## src/rtl/up_pipe_ctrl_pkg.sv

```systemverilog
// Shared definitions for the accumulator uP pipeline controller:
// forwarding-select encoding and a helper for the accumulator index width.
package up_pipe_ctrl_pkg;

   typedef logic [1:0] fwd_sel_t;

   // ALU operand source selects driven towards the EX-stage operand muxes
   localparam fwd_sel_t FWD_REG    = 2'd0;  // register-file value read in ID
   localparam fwd_sel_t FWD_ME_ALU = 2'd1;  // ALU result sitting in ME
   localparam fwd_sel_t FWD_WB_ALU = 2'd2;  // ALU result sitting in WB
   localparam fwd_sel_t FWD_WB_MEM = 2'd3;  // load data sitting in WB

   // Per-stage tracking record is {valid, dst_en, dst[ACC_W], is_load}
   localparam int STAGE_FLAG_BITS = 3;

   // Accumulator index width; at least one bit even for tiny configurations
   function automatic int acc_width(input int num_acc);
      return (num_acc <= 2) ? 1 : $clog2(num_acc);
   endfunction

endpackage

```

## src/rtl/up_pipe_ctrl_if.sv

```systemverilog
// Decoder <-> pipeline-controller bundle. The decoder side (master) presents
// the ID-stage instruction fields; the controller side (slave) returns the
// fetch address, hazard controls, forwarding selects and stage valids.
interface up_pipe_ctrl_if
   import up_pipe_ctrl_pkg::*;
#(
   parameter int PC_W    = 10,
   parameter int BR_W    = 7,
   parameter int NUM_ACC = 2
);
   localparam int ACC_W = acc_width(NUM_ACC);

   // ID-stage instruction fields
   logic             id_jmp;
   logic             id_br_taken;
   logic [PC_W-1:0]  id_jmp_dir;
   logic [BR_W-1:0]  id_br_off;
   logic [ACC_W-1:0] id_br_acc;
   logic             id_src1_en;
   logic [ACC_W-1:0] id_src1;
   logic             id_src2_en;
   logic [ACC_W-1:0] id_src2;
   logic             id_dst_en;
   logic [ACC_W-1:0] id_dst;
   logic             id_is_load;

   // Controller results
   logic [PC_W-1:0]  pc;
   logic             stall;
   logic             flush;
   fwd_sel_t         fwd1_sel;
   fwd_sel_t         fwd2_sel;
   logic             ex_valid;
   logic             me_valid;
   logic             wb_valid;

   modport master (
      output id_jmp, id_br_taken, id_jmp_dir, id_br_off, id_br_acc,
             id_src1_en, id_src1, id_src2_en, id_src2,
             id_dst_en, id_dst, id_is_load,
      input  pc, stall, flush, fwd1_sel, fwd2_sel,
             ex_valid, me_valid, wb_valid
   );

   modport slave (
      input  id_jmp, id_br_taken, id_jmp_dir, id_br_off, id_br_acc,
             id_src1_en, id_src1, id_src2_en, id_src2,
             id_dst_en, id_dst, id_is_load,
      output pc, stall, flush, fwd1_sel, fwd2_sel,
             ex_valid, me_valid, wb_valid
   );

endinterface

```

## src/rtl/up_pipe_ctrl_fwd_sel.sv

```systemverilog
// Forwarding select for one ALU operand in EX. The nearest producer wins:
// an ALU result in ME first, then anything in WB (ALU result or load data).
// A load still in ME has no data yet, so it falls through to the WB check.
module up_fwd_sel
   import up_pipe_ctrl_pkg::*;
#(
   parameter int ACC_W = 1
) (
   input  logic             src_en,
   input  logic [ACC_W-1:0] src,
   input  logic             me_valid,
   input  logic             me_dst_en,
   input  logic [ACC_W-1:0] me_dst,
   input  logic             me_is_load,
   input  logic             wb_valid,
   input  logic             wb_dst_en,
   input  logic [ACC_W-1:0] wb_dst,
   input  logic             wb_is_load,
   output fwd_sel_t         sel
);

   logic me_hit;
   logic wb_hit;

   // Compare the operand against the ME and WB destinations, ME taking priority
   always_comb begin
      // NOTE: every output of a combinational block gets a default first, so no path leaves it unassigned and infers a latch.
      sel    = FWD_REG;
      me_hit = src_en & me_valid & me_dst_en & (me_dst == src);
      wb_hit = src_en & wb_valid & wb_dst_en & (wb_dst == src);
      if (me_hit && !me_is_load) begin
         sel = FWD_ME_ALU;
      end else if (wb_hit) begin
         sel = wb_is_load ? FWD_WB_MEM : FWD_WB_ALU;
      end
   end

endmodule

```

## src/rtl/up_pipe_ctrl.sv

```systemverilog
// Pipeline control for the 5-stage accumulator uP (IF/ID/EX/ME/WB).
// Owns the PC, tracks valid/destination per stage, and generates stall,
// flush and ALU operand-forwarding selects.
module up_pipe_ctrl
   import up_pipe_ctrl_pkg::*;
#(
   parameter int PC_W    = 10,
   parameter int BR_W    = 7,
   parameter int NUM_ACC = 2
) (
   input  logic         clk,
   input  logic         Reset,
   up_pipe_ctrl_if.slave bus
);

   localparam int ACC_W = acc_width(NUM_ACC);

   typedef logic [ACC_W-1:0] acc_t;

   typedef struct packed {
      logic valid;
      logic dst_en;
      acc_t dst;
      logic is_load;
   } stage_t;

   localparam stage_t STAGE_EMPTY = '0;

   // Fetch / ID state
   logic [PC_W-1:0] pc_q;
   logic [PC_W-1:0] pc_id_q;
   logic            id_valid_q;

   // Downstream stage tracking plus EX operand sources for forwarding
   stage_t ex_q, me_q, wb_q;
   logic   ex_src1_en_q, ex_src2_en_q;
   acc_t   ex_src1_q, ex_src2_q;

   // Hazard / control signals
   logic            load_use;
   logic            flag_hazard;
   logic            stall;
   logic            redirect;
   logic [PC_W-1:0] br_target;
   logic [PC_W-1:0] pc_next;

   function automatic logic writes_acc(input stage_t s, input acc_t a);
      return s.valid & s.dst_en & (s.dst == a);
   endfunction

   // Hazard detection and next-PC selection
   always_comb begin
      load_use = ex_q.valid & ex_q.dst_en & ex_q.is_load &
                 ((bus.id_src1_en & (bus.id_src1 == ex_q.dst)) |
                  (bus.id_src2_en & (bus.id_src2 == ex_q.dst)));
      // Any control transfer waits until no in-flight instruction can still
      // change the flags of the accumulator it examines.
      flag_hazard = id_valid_q & (bus.id_jmp | bus.id_br_taken) &
                    (writes_acc(ex_q, bus.id_br_acc) |
                     writes_acc(me_q, bus.id_br_acc) |
                     writes_acc(wb_q, bus.id_br_acc));
      stall     = load_use | flag_hazard;
      redirect  = id_valid_q & ~stall & (bus.id_jmp | bus.id_br_taken);
      br_target = pc_id_q + PC_W'($signed(bus.id_br_off));
      pc_next   = pc_q + 1'b1;
      if (stall) begin
         pc_next = pc_q;
      end else if (id_valid_q && bus.id_jmp) begin
         pc_next = bus.id_jmp_dir;
      end else if (id_valid_q && bus.id_br_taken) begin
         pc_next = br_target;
      end
   end

   // PC and ID slot: hold on stall, squash the fetched slot on redirect
   always_ff @(posedge clk or posedge Reset) begin
      if (Reset) begin
         // NOTE: sequential state uses non-blocking assignments so every register samples pre-edge values.
         pc_q       <= '0;
         pc_id_q    <= '0;
         id_valid_q <= 1'b0;
      end else if (!stall) begin
         pc_q       <= pc_next;
         pc_id_q    <= pc_q;
         id_valid_q <= ~redirect;
      end
   end

   // EX/ME/WB tracking advances every cycle; a stall injects a bubble into EX
   always_ff @(posedge clk or posedge Reset) begin
      if (Reset) begin
         ex_q         <= STAGE_EMPTY;
         me_q         <= STAGE_EMPTY;
         wb_q         <= STAGE_EMPTY;
         ex_src1_en_q <= 1'b0;
         ex_src2_en_q <= 1'b0;
         ex_src1_q    <= '0;
         ex_src2_q    <= '0;
      end else begin
         ex_q.valid   <= id_valid_q & ~stall;
         ex_q.dst_en  <= id_valid_q & ~stall & bus.id_dst_en;
         ex_q.dst     <= bus.id_dst;
         ex_q.is_load <= bus.id_is_load;
         me_q         <= ex_q;
         wb_q         <= me_q;
         ex_src1_en_q <= id_valid_q & ~stall & bus.id_src1_en;
         ex_src2_en_q <= id_valid_q & ~stall & bus.id_src2_en;
         ex_src1_q    <= bus.id_src1;
         ex_src2_q    <= bus.id_src2;
      end
   end

   up_fwd_sel #(.ACC_W(ACC_W)) u_fwd1 (
      .src_en     (ex_src1_en_q),
      .src        (ex_src1_q),
      .me_valid   (me_q.valid),
      .me_dst_en  (me_q.dst_en),
      .me_dst     (me_q.dst),
      .me_is_load (me_q.is_load),
      .wb_valid   (wb_q.valid),
      .wb_dst_en  (wb_q.dst_en),
      .wb_dst     (wb_q.dst),
      .wb_is_load (wb_q.is_load),
      .sel        (bus.fwd1_sel)
   );

   up_fwd_sel #(.ACC_W(ACC_W)) u_fwd2 (
      .src_en     (ex_src2_en_q),
      .src        (ex_src2_q),
      .me_valid   (me_q.valid),
      .me_dst_en  (me_q.dst_en),
      .me_dst     (me_q.dst),
      .me_is_load (me_q.is_load),
      .wb_valid   (wb_q.valid),
      .wb_dst_en  (wb_q.dst_en),
      .wb_dst     (wb_q.dst),
      .wb_is_load (wb_q.is_load),
      .sel        (bus.fwd2_sel)
   );

   assign bus.pc       = pc_q;
   assign bus.stall    = stall;
   assign bus.flush    = redirect;
   assign bus.ex_valid = ex_q.valid;
   assign bus.me_valid = me_q.valid;
   assign bus.wb_valid = wb_q.valid;

endmodule

```

## src/flat_wrapper.sv

```systemverilog
// flat-port wrapper written by rule: the top's interface ports become plain ports
module up_pipe_ctrl_flat import up_pipe_ctrl_pkg::*;
#(
   parameter int PC_W    = 10,
   parameter int BR_W    = 7,
   parameter int NUM_ACC = 2
)
  (clk, Reset, bus_id_jmp, bus_id_br_taken, bus_id_jmp_dir, bus_id_br_off, bus_id_br_acc, bus_id_src1_en, bus_id_src1, bus_id_src2_en, bus_id_src2, bus_id_dst_en, bus_id_dst, bus_id_is_load, bus_pc, bus_stall, bus_flush, bus_fwd1_sel, bus_fwd2_sel, bus_ex_valid, bus_me_valid, bus_wb_valid);
  up_pipe_ctrl_if #(.PC_W(PC_W), .BR_W(BR_W), .NUM_ACC(NUM_ACC)) bus_i ();
  input  logic clk;
  input  logic Reset;
  input wire logic [$bits(bus_i.id_jmp)-1:0] bus_id_jmp;
  input wire logic [$bits(bus_i.id_br_taken)-1:0] bus_id_br_taken;
  input wire logic [$bits(bus_i.id_jmp_dir)-1:0] bus_id_jmp_dir;
  input wire logic [$bits(bus_i.id_br_off)-1:0] bus_id_br_off;
  input wire logic [$bits(bus_i.id_br_acc)-1:0] bus_id_br_acc;
  input wire logic [$bits(bus_i.id_src1_en)-1:0] bus_id_src1_en;
  input wire logic [$bits(bus_i.id_src1)-1:0] bus_id_src1;
  input wire logic [$bits(bus_i.id_src2_en)-1:0] bus_id_src2_en;
  input wire logic [$bits(bus_i.id_src2)-1:0] bus_id_src2;
  input wire logic [$bits(bus_i.id_dst_en)-1:0] bus_id_dst_en;
  input wire logic [$bits(bus_i.id_dst)-1:0] bus_id_dst;
  input wire logic [$bits(bus_i.id_is_load)-1:0] bus_id_is_load;
  output wire logic [$bits(bus_i.pc)-1:0] bus_pc;
  output wire logic [$bits(bus_i.stall)-1:0] bus_stall;
  output wire logic [$bits(bus_i.flush)-1:0] bus_flush;
  output wire logic [$bits(bus_i.fwd1_sel)-1:0] bus_fwd1_sel;
  output wire logic [$bits(bus_i.fwd2_sel)-1:0] bus_fwd2_sel;
  output wire logic [$bits(bus_i.ex_valid)-1:0] bus_ex_valid;
  output wire logic [$bits(bus_i.me_valid)-1:0] bus_me_valid;
  output wire logic [$bits(bus_i.wb_valid)-1:0] bus_wb_valid;
  assign bus_i.id_jmp = bus_id_jmp;
  assign bus_i.id_br_taken = bus_id_br_taken;
  assign bus_i.id_jmp_dir = bus_id_jmp_dir;
  assign bus_i.id_br_off = bus_id_br_off;
  assign bus_i.id_br_acc = bus_id_br_acc;
  assign bus_i.id_src1_en = bus_id_src1_en;
  assign bus_i.id_src1 = bus_id_src1;
  assign bus_i.id_src2_en = bus_id_src2_en;
  assign bus_i.id_src2 = bus_id_src2;
  assign bus_i.id_dst_en = bus_id_dst_en;
  assign bus_i.id_dst = bus_id_dst;
  assign bus_i.id_is_load = bus_id_is_load;
  assign bus_pc = bus_i.pc;
  assign bus_stall = bus_i.stall;
  assign bus_flush = bus_i.flush;
  assign bus_fwd1_sel = bus_i.fwd1_sel;
  assign bus_fwd2_sel = bus_i.fwd2_sel;
  assign bus_ex_valid = bus_i.ex_valid;
  assign bus_me_valid = bus_i.me_valid;
  assign bus_wb_valid = bus_i.wb_valid;
  up_pipe_ctrl #(.PC_W(PC_W), .BR_W(BR_W), .NUM_ACC(NUM_ACC)) u_core (.clk(clk), .Reset(Reset), .bus(bus_i));
endmodule
```

## config.mk

```make
export PLATFORM = sky130hd
export DESIGN_NAME = up_pipe_ctrl_flat
export DESIGN_NICKNAME = d
export VERILOG_FILES = /design/src/rtl/up_pipe_ctrl_pkg.sv /design/src/rtl/up_pipe_ctrl_if.sv /design/src/rtl/up_pipe_ctrl_fwd_sel.sv /design/src/rtl/up_pipe_ctrl.sv /design/src/flat_wrapper.sv
export SDC_FILE = /design/constraint.sdc
export NUM_CORES = 1
export LEC_CHECK = 0
export ABC_CLOCK_PERIOD_IN_PS = 3250
export CAP_MARGIN = 10
export CORE_AREA = 2 2 67 69
export CTS_CLUSTER_SIZE = 25
export DETAILED_ROUTE_END_ITERATION = 6
export DIE_AREA = 0 0 69 71
export PLACE_DENSITY = 0.8
export SYNTH_ARGS = -nofsm -noshare
export SYNTH_HDL_FRONTEND = slang
export SYNTH_HIERARCHICAL = 1
export SYNTH_SLANG_ARGS = --single-unit
```

## constraint.sdc

```tcl
create_clock -name clk -period 3.25 [get_ports clk]
set_input_delay 0.4875 -clock clk [delete_from_list [all_inputs] [get_ports clk]]
set_output_delay 0.4875 -clock clk [all_outputs]
set_load 0.005 [all_outputs]
```

After elaboration in Yosys (flattened, before gate mapping)
Index checks and enable logic that the tools add are counted.
- bits in registers: 37
- input port bits: 29
- output and inout bits: 19
- logic and storage cells: 78
- eq/ne operators: 9
- multiplexer cells: 7
- reductions and logical operators: 5
- add/sub/neg operators: 2
- bitwise logic cells: 36
- operator list (operator ; count):
    1-bit AND ; 29
    10-bit two-way mux ; 2
    10-bit by 1-bit adder with 10-bit output (second input constant) ; 1
    10-bit adder ; 1
    1-bit == test ; 9
    2-bit two-way mux ; 4
    1-bit bitwise OR ; 5
    1-bit logical AND ; 4
    1-bit inverter ; 2
    1-bit zero test ; 1
    1-bit two-way mux ; 1

Longest topological paths before layout
Gate-level depths: netlist of run 1.
- depth in word-level cells: 10
- mapped depth: 8

Modules after synthesis
The synthesis of run 1 kept the hierarchy.
- modules (own cells, without submodules) (module ; cells each ; instances ; seq. area each (sq um) ; area each (sq um)):
    up_pipe_ctrl ; 218 ; 1 ; 925.9 ; 2115.8
    up_fwd_sel ; 8 ; 2 ; 0.0 ; 51.3

Least setup slack after synthesis of run 1
OpenSTA, ideal clock, no wires.
- path type: input port to flip-flop
- from: in bus_id_br_off[0]
- to: reg u_core.pc_q[8] (netlist: u_core/bus.pc[8])
- setup time: 0.095 ns
- data required time: 3.155 ns
- stages on the path: 8
- arrival time: 2.109 ns
- slack: 1.045 ns
- cell sequence: ha_1 fa_1 a211oi_1 nor2_1 a211oi_1 xnor2_1 a211oi_2 o31ai_1
- longest elaborated chain between the ends: 3
- RTL lines (item ; line ; text):
    from (decl) ; flat_wrapper.sv:15 ; input wire logic [$bits(bus_i.id_br_off)-1:0] bus_id_br_off;
    10-bit adder ; up_pipe_ctrl.sv:64 ; br_target = pc_id_q + PC_W'($signed(bus.id_br_off));
    10-bit two-way mux ; up_pipe_ctrl.sv:70 ; end else if (id_valid_q && bus.id_br_taken) begin
    10-bit two-way mux ; up_pipe_ctrl.sv:68 ; end else if (id_valid_q && bus.id_jmp) begin
    to (signal assigned) ; up_pipe_ctrl.sv:83 ; pc_q <= pc_next;
    to (decl) ; up_pipe_ctrl.sv:30 ; logic [PC_W-1:0] pc_q;
Every way passes these cells.
A chain may end at the register's enable or synchronous reset.

Final worst setup path of run 1
- from: in bus_id_src1
- to: out bus_flush
- longest elaborated chain between the ends: 8
- RTL lines (item ; line ; text):
    from (decl) ; flat_wrapper.sv:18 ; input wire logic [$bits(bus_i.id_src1)-1:0] bus_id_src1;
    1-bit == test ; up_pipe_ctrl.sv:54 ; ((bus.id_src1_en & (bus.id_src1 == ex_q.dst)) |
    1-bit AND ; up_pipe_ctrl.sv:54 ;
    1-bit bitwise OR ; up_pipe_ctrl.sv:54 ;
    1-bit AND ; up_pipe_ctrl.sv:53 ; load_use = ex_q.valid & ex_q.dst_en & ex_q.is_load &
    1-bit bitwise OR ; up_pipe_ctrl.sv:62 ; stall = load_use | flag_hazard;
    1-bit inverter ; up_pipe_ctrl.sv:63 ; redirect = id_valid_q & ~stall & (bus.id_jmp | bus.id_br_taken);
    1-bit AND (2 in series) ; up_pipe_ctrl.sv:63 ;
    to (decl) ; flat_wrapper.sv:26 ; output wire logic [$bits(bus_i.flush)-1:0] bus_flush;
Every way passes these cells.

==> reports/metrics.cfg, run 1 <==
[run_status]
status = completed

[grt]
grt_pass1_wl_um = 8750
grt_max_degree = 21
grt_antenna_before_repair = 0
grt_pass1_vias = 1835
grtUsageTotal = 0.227
grt-ovfl-total = 0

[sta]
tightest_slew_ps = 786
slew_headroom = 0.476
slew_violations = 0
skew_ps = 9.78
fmax_mhz = 381
hold_viol = 0
period_share = 0.808
layout_setup_ws_ps = 624
setup_tns_ps = 0
finalSetupViolations = 0
rsz0062_at_grt = false
period_needed_ps = 2630

[clocking]
clock_sinks = 37
post_cts_resize_count = 0
path_clk_slew_ps = 70
cts_tree = yes
postCtsSetupBuffers = 0
htree_levels = 2
cts_root_buffer = clkbuf_8
cts_max_path_buffers = 2
clock_latency_ps = 300
cts_buffers = 5
cts_hold_buf = 0

[detailed_routing]
first_pass_iters = 4
via_per_inst = 5.85
antenna_left = 0
drt_wl_total_um = 5360
num_vias = 1964
drt_iter0_drc = 126
wl_per_cell_um = 16.0
drc_errors = 0

[power_and_ir_drop]
powerDensity_nw_per_um2 = 873
peakVddDrop_v = 0.000491
power.leakage_nw = 1.16

[synth]
avgSynthCellArea_um2 = 9.48
ys_types = 51
synth_area_leaders = dfrtp_1 (42%), ha_1 (5.6%), o21ai_0 (5.4%), mux2_2 (4.6%), nand2_1 (3.9%)
synth.top_cell.area_share = 0.417
synthMostInstantiatedCell = dfrtp_1
synthAdderAreaFrac = 0.0654
ys_top_cells_by_count = dfrtp_1 (37), o21ai_0 (24), nand2_1 (23)
synth-compound-area-share = 0.206
ys_seq_area_frac = 0.417
syn-cell-area_um2 = 2220
yosysWarnings = 6
syn_inst = 234
synth_flop_cell = dfrtp_1
synth_enable_flop_cells = 0
synth_top_area_cell = dfrtp_1
synth.mux.area_fraction = 0.0502
synthArstFlopShare = 1.00
yosys.area_share.xor_xnor = 0.0513
yosys.area_share.simple = 0.178
synth_seq_cells = 37
synth_top_family_by_area = compound AO/OA/AOI/OAI gates
syn-num-nets = 274

[floorplanning]
core_um2 = 4200
initial_core_util = 0.528
die_w_um = 69
rows = 24
die_h_um = 71
die-area_um2 = 4900
io_pins = 48

[cells_and_area]
utilization = 0.678
layout-drive-gt1-share = 0.0986
area_growth_pct = 28.5
design_area_um2 = 2850
nets = 323
insertedDiodeCount = 0
n_fill_cell = 349
fin_cells = 336

[worst_setup_path]
slowest_stage = clkdlybuf4s50_1
path_max_fanout = 4
critPathLaunchType = primary input
critPathKind = primary input to primary output
cp_cell_sequence = clkdlybuf4s50_1, a22oi_1, nand2_1, o21ai_0, o22ai_2, nor2_1, clkdlybuf4s50_1
worst_path_most_repeated_cell = clkdlybuf4s50_1
critical_path.max_stage_delay_ps = 520
crit_required_ps = 2760
critPathArrivalTime_ps = 2140
crit_path_end_kind = primary output

[min_path]
worstHoldPathType = flip-flop to flip-flop

[place]
place_congestion = 0.879
post-place-ws_ps = 395
numPortBuffers = 47
dp_cells = 328
post_dp_cell_area_um2 = 2740
dp_hpwl_um = 3930

[flow_run]
drv_cap = 0

## metal layers
| layer | vias up | GRT usage | wire, um |
|---|---|---|---|
| met1 | 935 | 0.301 | 2390 |
| met3 | 6 | 0.0598 | 386 |
| li1 | 955 | - | - |
| met4 | 0 | 0.107 | 65 |
| met5 | - | 0 | 0 |
| met2 | 68 | 0.350 | 2520 |
## where the power goes
group	switching, mW	internal, mW	total (mW)
sequential	0.210	0.640	0.849
combinational	0.602	0.629	1.23
clock	0.178	0.230	0.408
## kinds of logic after synthesis
group / after synthesis
buf+inv: 15
mux: 10
simple gates: 81
compound gates: 67
fa+ha+maj: 11
xor+xnor: 13
flops: 37
## sequential cells by signal, indices dropped and copies added, names as in the netlist, 3 cells and up
name and count:
u_core/bus.pc 10, u_core/ex_q 3, u_core/me_q 3, u_core/pc_id_q 10, u_core/wb_q 3
## path summary, 6_finish.rpt
kind                              startpoint           endpoint  slack [ps]  cells past startpoint
hold / removal                u_core/ex_q[0]     u_core/me_q[0]         380                      0
max in group asynchronous              Reset  u_core/pc_id_q[8]        1890                      3
hold reg to reg               u_core/ex_q[0]     u_core/me_q[0]         380                      0
min in group asynchronous              Reset     u_core/wb_q[2]         610                      2
setup reg to reg           u_core/pc_id_q[0]   u_core/bus.pc[8]         890                      8
setup / recovery                 bus_id_src1          bus_flush         620                      7
## critical path, delay by kind of cell
family	cells	cell delay [ps]
buffers and inverters	2	970
AO/OA/AOI/OAI	3	440
AND/OR/NAND/NOR	2	230
## layout by cell type (no fill, tap or decap), drive strengths merged, types with 6 or more instances in the layout
cell / synthesis / routed
clkdlybuf4s50: 0 / 47
a21oi: 11 / 11
nor3: 10 / 10
nor2: 17 / 17
xnor2: 7 / 7
a211oi: 6 / 6
mux2: 9 / 9
nand2: 23 / 23
ha: 10 / 10
inv: 6 / 6
nand3: 13 / 13
o21ai: 25 / 25
dfrtp: 37 / 37
xor2: 6 / 6
## through the flow
stage	power (mW)	hold slack [ps]
2_1_floorplan	1.64	354
3_3_place_gp	2.03	370
3_5_place_dp	2.07	362
4_1_cts	2.48	379
5_1_grt	2.66	398
6_report	2.49	379
## area by class of cell
cell class	instances	area, um^2	share of cell area
clock buffers	5	68.8	0.0241
clock inverters	3	46.3	0.0162
inverters	6	22.5	0.00790
multi-input cells	182	1220	0.428
flip-flops and latches	37	926	0.325
well taps	52	65.1	0.0228
repair buffers	51	500	0.176
No activity file was read; power rests on OpenSTA's default activity.
==> run 2: changes to the inputs <==
ABC_CLOCK_PERIOD_IN_PS = 2700   (was 3250)
CORE_AREA = 2 2 69 71   (was 2 2 67 69)
DIE_AREA = 0 0 71 73   (was 0 0 69 71)
PLACE_DENSITY = 0.76   (was 0.8)
clock period = 2.7 ns   (was 3.25 ns; I/O delays follow)
==> run 2 against run 1 <==
Cell count rose by 2.1%; register-to-register slack got worse by 550 ps; non-clock buffer count rose by 5; sequential power rose by 20%; utilization fell by 4.7 points; clock-buffer cell count did not move; combinational power rose by 24%; routed wire length rose by 1.1%; flip-flop and latch count did not move; critical path depth rose by 2.
==> reports/metrics.cfg, run 2 (same netlist as run 1, synthesis figures left out) <==
[worst_setup_path]
crit_required_ps = 2900  ; +140 ps
reg2reg_from = u_core/pc_id_q[0]
worst_path_most_repeated_cell = a211oi_1
reg2regPathDepth = 8  ; unchanged
crit_path_end = u_core/bus.pc[8]
cpLargestDelayFamily = compound AO/OA/AOI/OAI gates
reg2reg_to = u_core/bus.pc[8]
slowest_stage = clkdlybuf4s50_1
critPathLaunchType = primary input
path_max_fanout = 3  ; -1
crit_path_end_kind = flip-flop
path_buf_inv = 1  ; -1
cp_num_cells = 9  ; +2
critPathArrivalTime_ps = 2720  ; +580 ps
critPathKind = primary input to flip-flop
rrSetupSlack_ps = 340  ; -550 ps
startpoint = bus_id_br_off[0]
cp_cell_sequence = clkdlybuf4s50_1, ha_1, fa_1, a211oi_1, nor2_1, a211oi_1, xnor2_1, a211oi_2, o31ai_1
critical_path.max_stage_delay_ps = 420  ; -100 ps

[place]
numPortBuffers = 47  ; unchanged
dp_hpwl_um = 3980  ; +1.2%
dp_cells = 335  ; +2.1%
place_congestion = 0.833  ; -5.2%

[cells_and_area]
nets = 328  ; +1.5%
mostFrequentLayoutCells = clkdlybuf4s50_1 (47), dfrtp_1 (37), o21ai_0 (24), nand2_1 (23), nor2_1 (17)
insertedDiodeCount = 0  ; unchanged
mostFrequentLayoutCell = clkdlybuf4s50_1
n_fill_cell = 397  ; +14%
register_area_um2 = 926  ; unchanged
fin_cells = 343  ; +2.1%
area_growth_pct = 29.0
multi_input_area_um2 = 1220  ; unchanged
layout-drive-gt1-share = 0.114  ; +0.0156

[clocking]
post_cts_resize_count = 0  ; unchanged
htree_levels = 2  ; unchanged
clock_latency_ps = 290  ; about the same
postCtsSetupBuffers = 0  ; unchanged
path_clk_slew_ps = 80  ; about the same
cts_buffers = 5  ; unchanged
cts_max_path_buffers = 2  ; unchanged
cts_root_buffer = clkbuf_8
cts_tree = yes
cts_hold_buf = 0  ; unchanged
clock_sinks = 37  ; unchanged

[sta]
slew_headroom = 0.577  ; +0.101
period_needed_ps = 2520
period_share = 0.933
rsz0062_at_grt = false
finalSetupViolations = 0  ; unchanged
slew_violations = 0  ; unchanged
hold_viol = 0  ; unchanged
fmax_mhz = 397
skew_ps = 10.1  ; +0.287 ps
tightest_slew_ps = 635  ; -151 ps
fin_hold_ws_ps = 393  ; +13.7 ps

[floorplanning]
die_w_um = 71  ; +2.9%
core_um2 = 4540  ; +7.9%
die_h_um = 73  ; +2.8%
rows = 25  ; +4.2%
die-area_um2 = 5180  ; +5.8%
initial_core_util = 0.489  ; -0.0386
io_pins = 48  ; unchanged

[detailed_routing]
drt_wl_total_um = 5420  ; +1.1%
antenna_left = 0  ; unchanged
via_per_inst = 5.83  ; -0.34%
drc_errors = 0  ; unchanged
num_vias = 1998  ; +1.7%
first_pass_iters = 4  ; unchanged
wl_per_cell_um = 15.8  ; -1.0%
drt_iter0_drc = 116  ; -7.9%

[power_and_ir_drop]
p_switching_mw = 1.20  ; +21%
seqPwrFrac = 0.348  ; +0.007
clkPwrFrac = 0.130  ; -0.034
netSwitchingFraction = 0.408  ; +0.0103
p_total_mw = 2.94  ; +18%
peakVddDrop_v = 0.000581  ; +18%
combinationalPowerShare = 0.522  ; +0.027
powerDensity_nw_per_um2 = 1030  ; +18%
cellInternalPower_mw = 1.74  ; +16%
power.leakage_nw = 1.18  ; +1.2%

[min_path]
min_path_cells = 0  ; unchanged
worstHoldPathType = flip-flop to flip-flop

[grt]
grtUsageTotal = 0.219  ; -0.00822
grt_pass1_wl_um = 8940  ; +2.1%
grt_antenna_before_repair = 0  ; unchanged
grt-ovfl-total = 0  ; unchanged
grt_max_degree = 38  ; +81%
grt_pass1_vias = 1962  ; +6.9%

[flow_run]
drv_cap = 0  ; unchanged

[run_status]
status = completed

==> run 2: changes by cell type in the layout (fill, tap and decap cells not counted), sizes merged <==
cell | previous run | this run
buf | 4 | 9
bufinv | 1 | 0
clkinv | 1 | 2
==> run 2: layout make-up <==
type                       instances  area share
clock buffer                       5      0.0240
clock inverter                     3     0.00612
inverter                           6     0.00787
multi-input combinational        182       0.427
sequential                        37       0.324
tap                               54      0.0236
timing repair buffer              56       0.188
==> run 2: how the worst min path moves through the flow <==
stage / startpoint / to / slack, ps
2_1_floorplan: u_core/ex_q[0] / u_core/me_q[0] / 350
3_3_place_gp: u_core/ex_q[0] / u_core/me_q[0] / 380
3_5_place_dp: u_core/ex_q[0] / u_core/me_q[0] / 380
4_1_cts: u_core/ex_q[0] / u_core/me_q[0] / 400
5_1_grt: u_core/ex_q[0] / u_core/me_q[0] / 410
6_report: u_core/me_q[0] / u_core/wb_q[0] / 390
==> run 2: worst register-to-register path, delay by kind of cell, from the launching register on <==
kind	cells	cell delay (ps)
AND/OR/NAND/NOR	1	150
AO/OA/AOI/OAI	4	900
flip-flops	1	390
XOR/XNOR	1	180
adder cells (fa/ha/maj)	2	640
==> run 2: power groups by stage <==
stage	Sequential [mW]	Clock, mW	Combinational, mW
final	1.02	0.383	1.53
after global routing	1.06	0.416	1.70
after floorplan	0.960	0	1.02
after CTS	1.02	0.389	1.52
after global placement	1.02	0	1.46
after detailed placement	1.03	0	1.52
==> run 2: through the flow <==
step / util / area, um^2 / setup TNS [ps] / setup WS [ps]
after CTS: 0.631 / 2860 / 0 / 229
after floorplan: - / 2220 / 0 / 578
after global routing: 0.631 / 2860 / 0 / 101
after global placement: 0.612 / 2780 / 0 / 84.8
after detailed placement: 0.612 / 2780 / -72.0 / -72.0
final: 0.631 / 2860 / 0 / 182
==> run 2: metal layers <==
layer / vias to the layer above / track usage / share of wire
met5: - / 0 / 0
met4: 0 / 0.0587 / 0.012
met3: 5 / 0.0539 / 0.061
li1: 965 / - / -
met2: 74 / 0.381 / 0.48
met1: 954 / 0.273 / 0.44
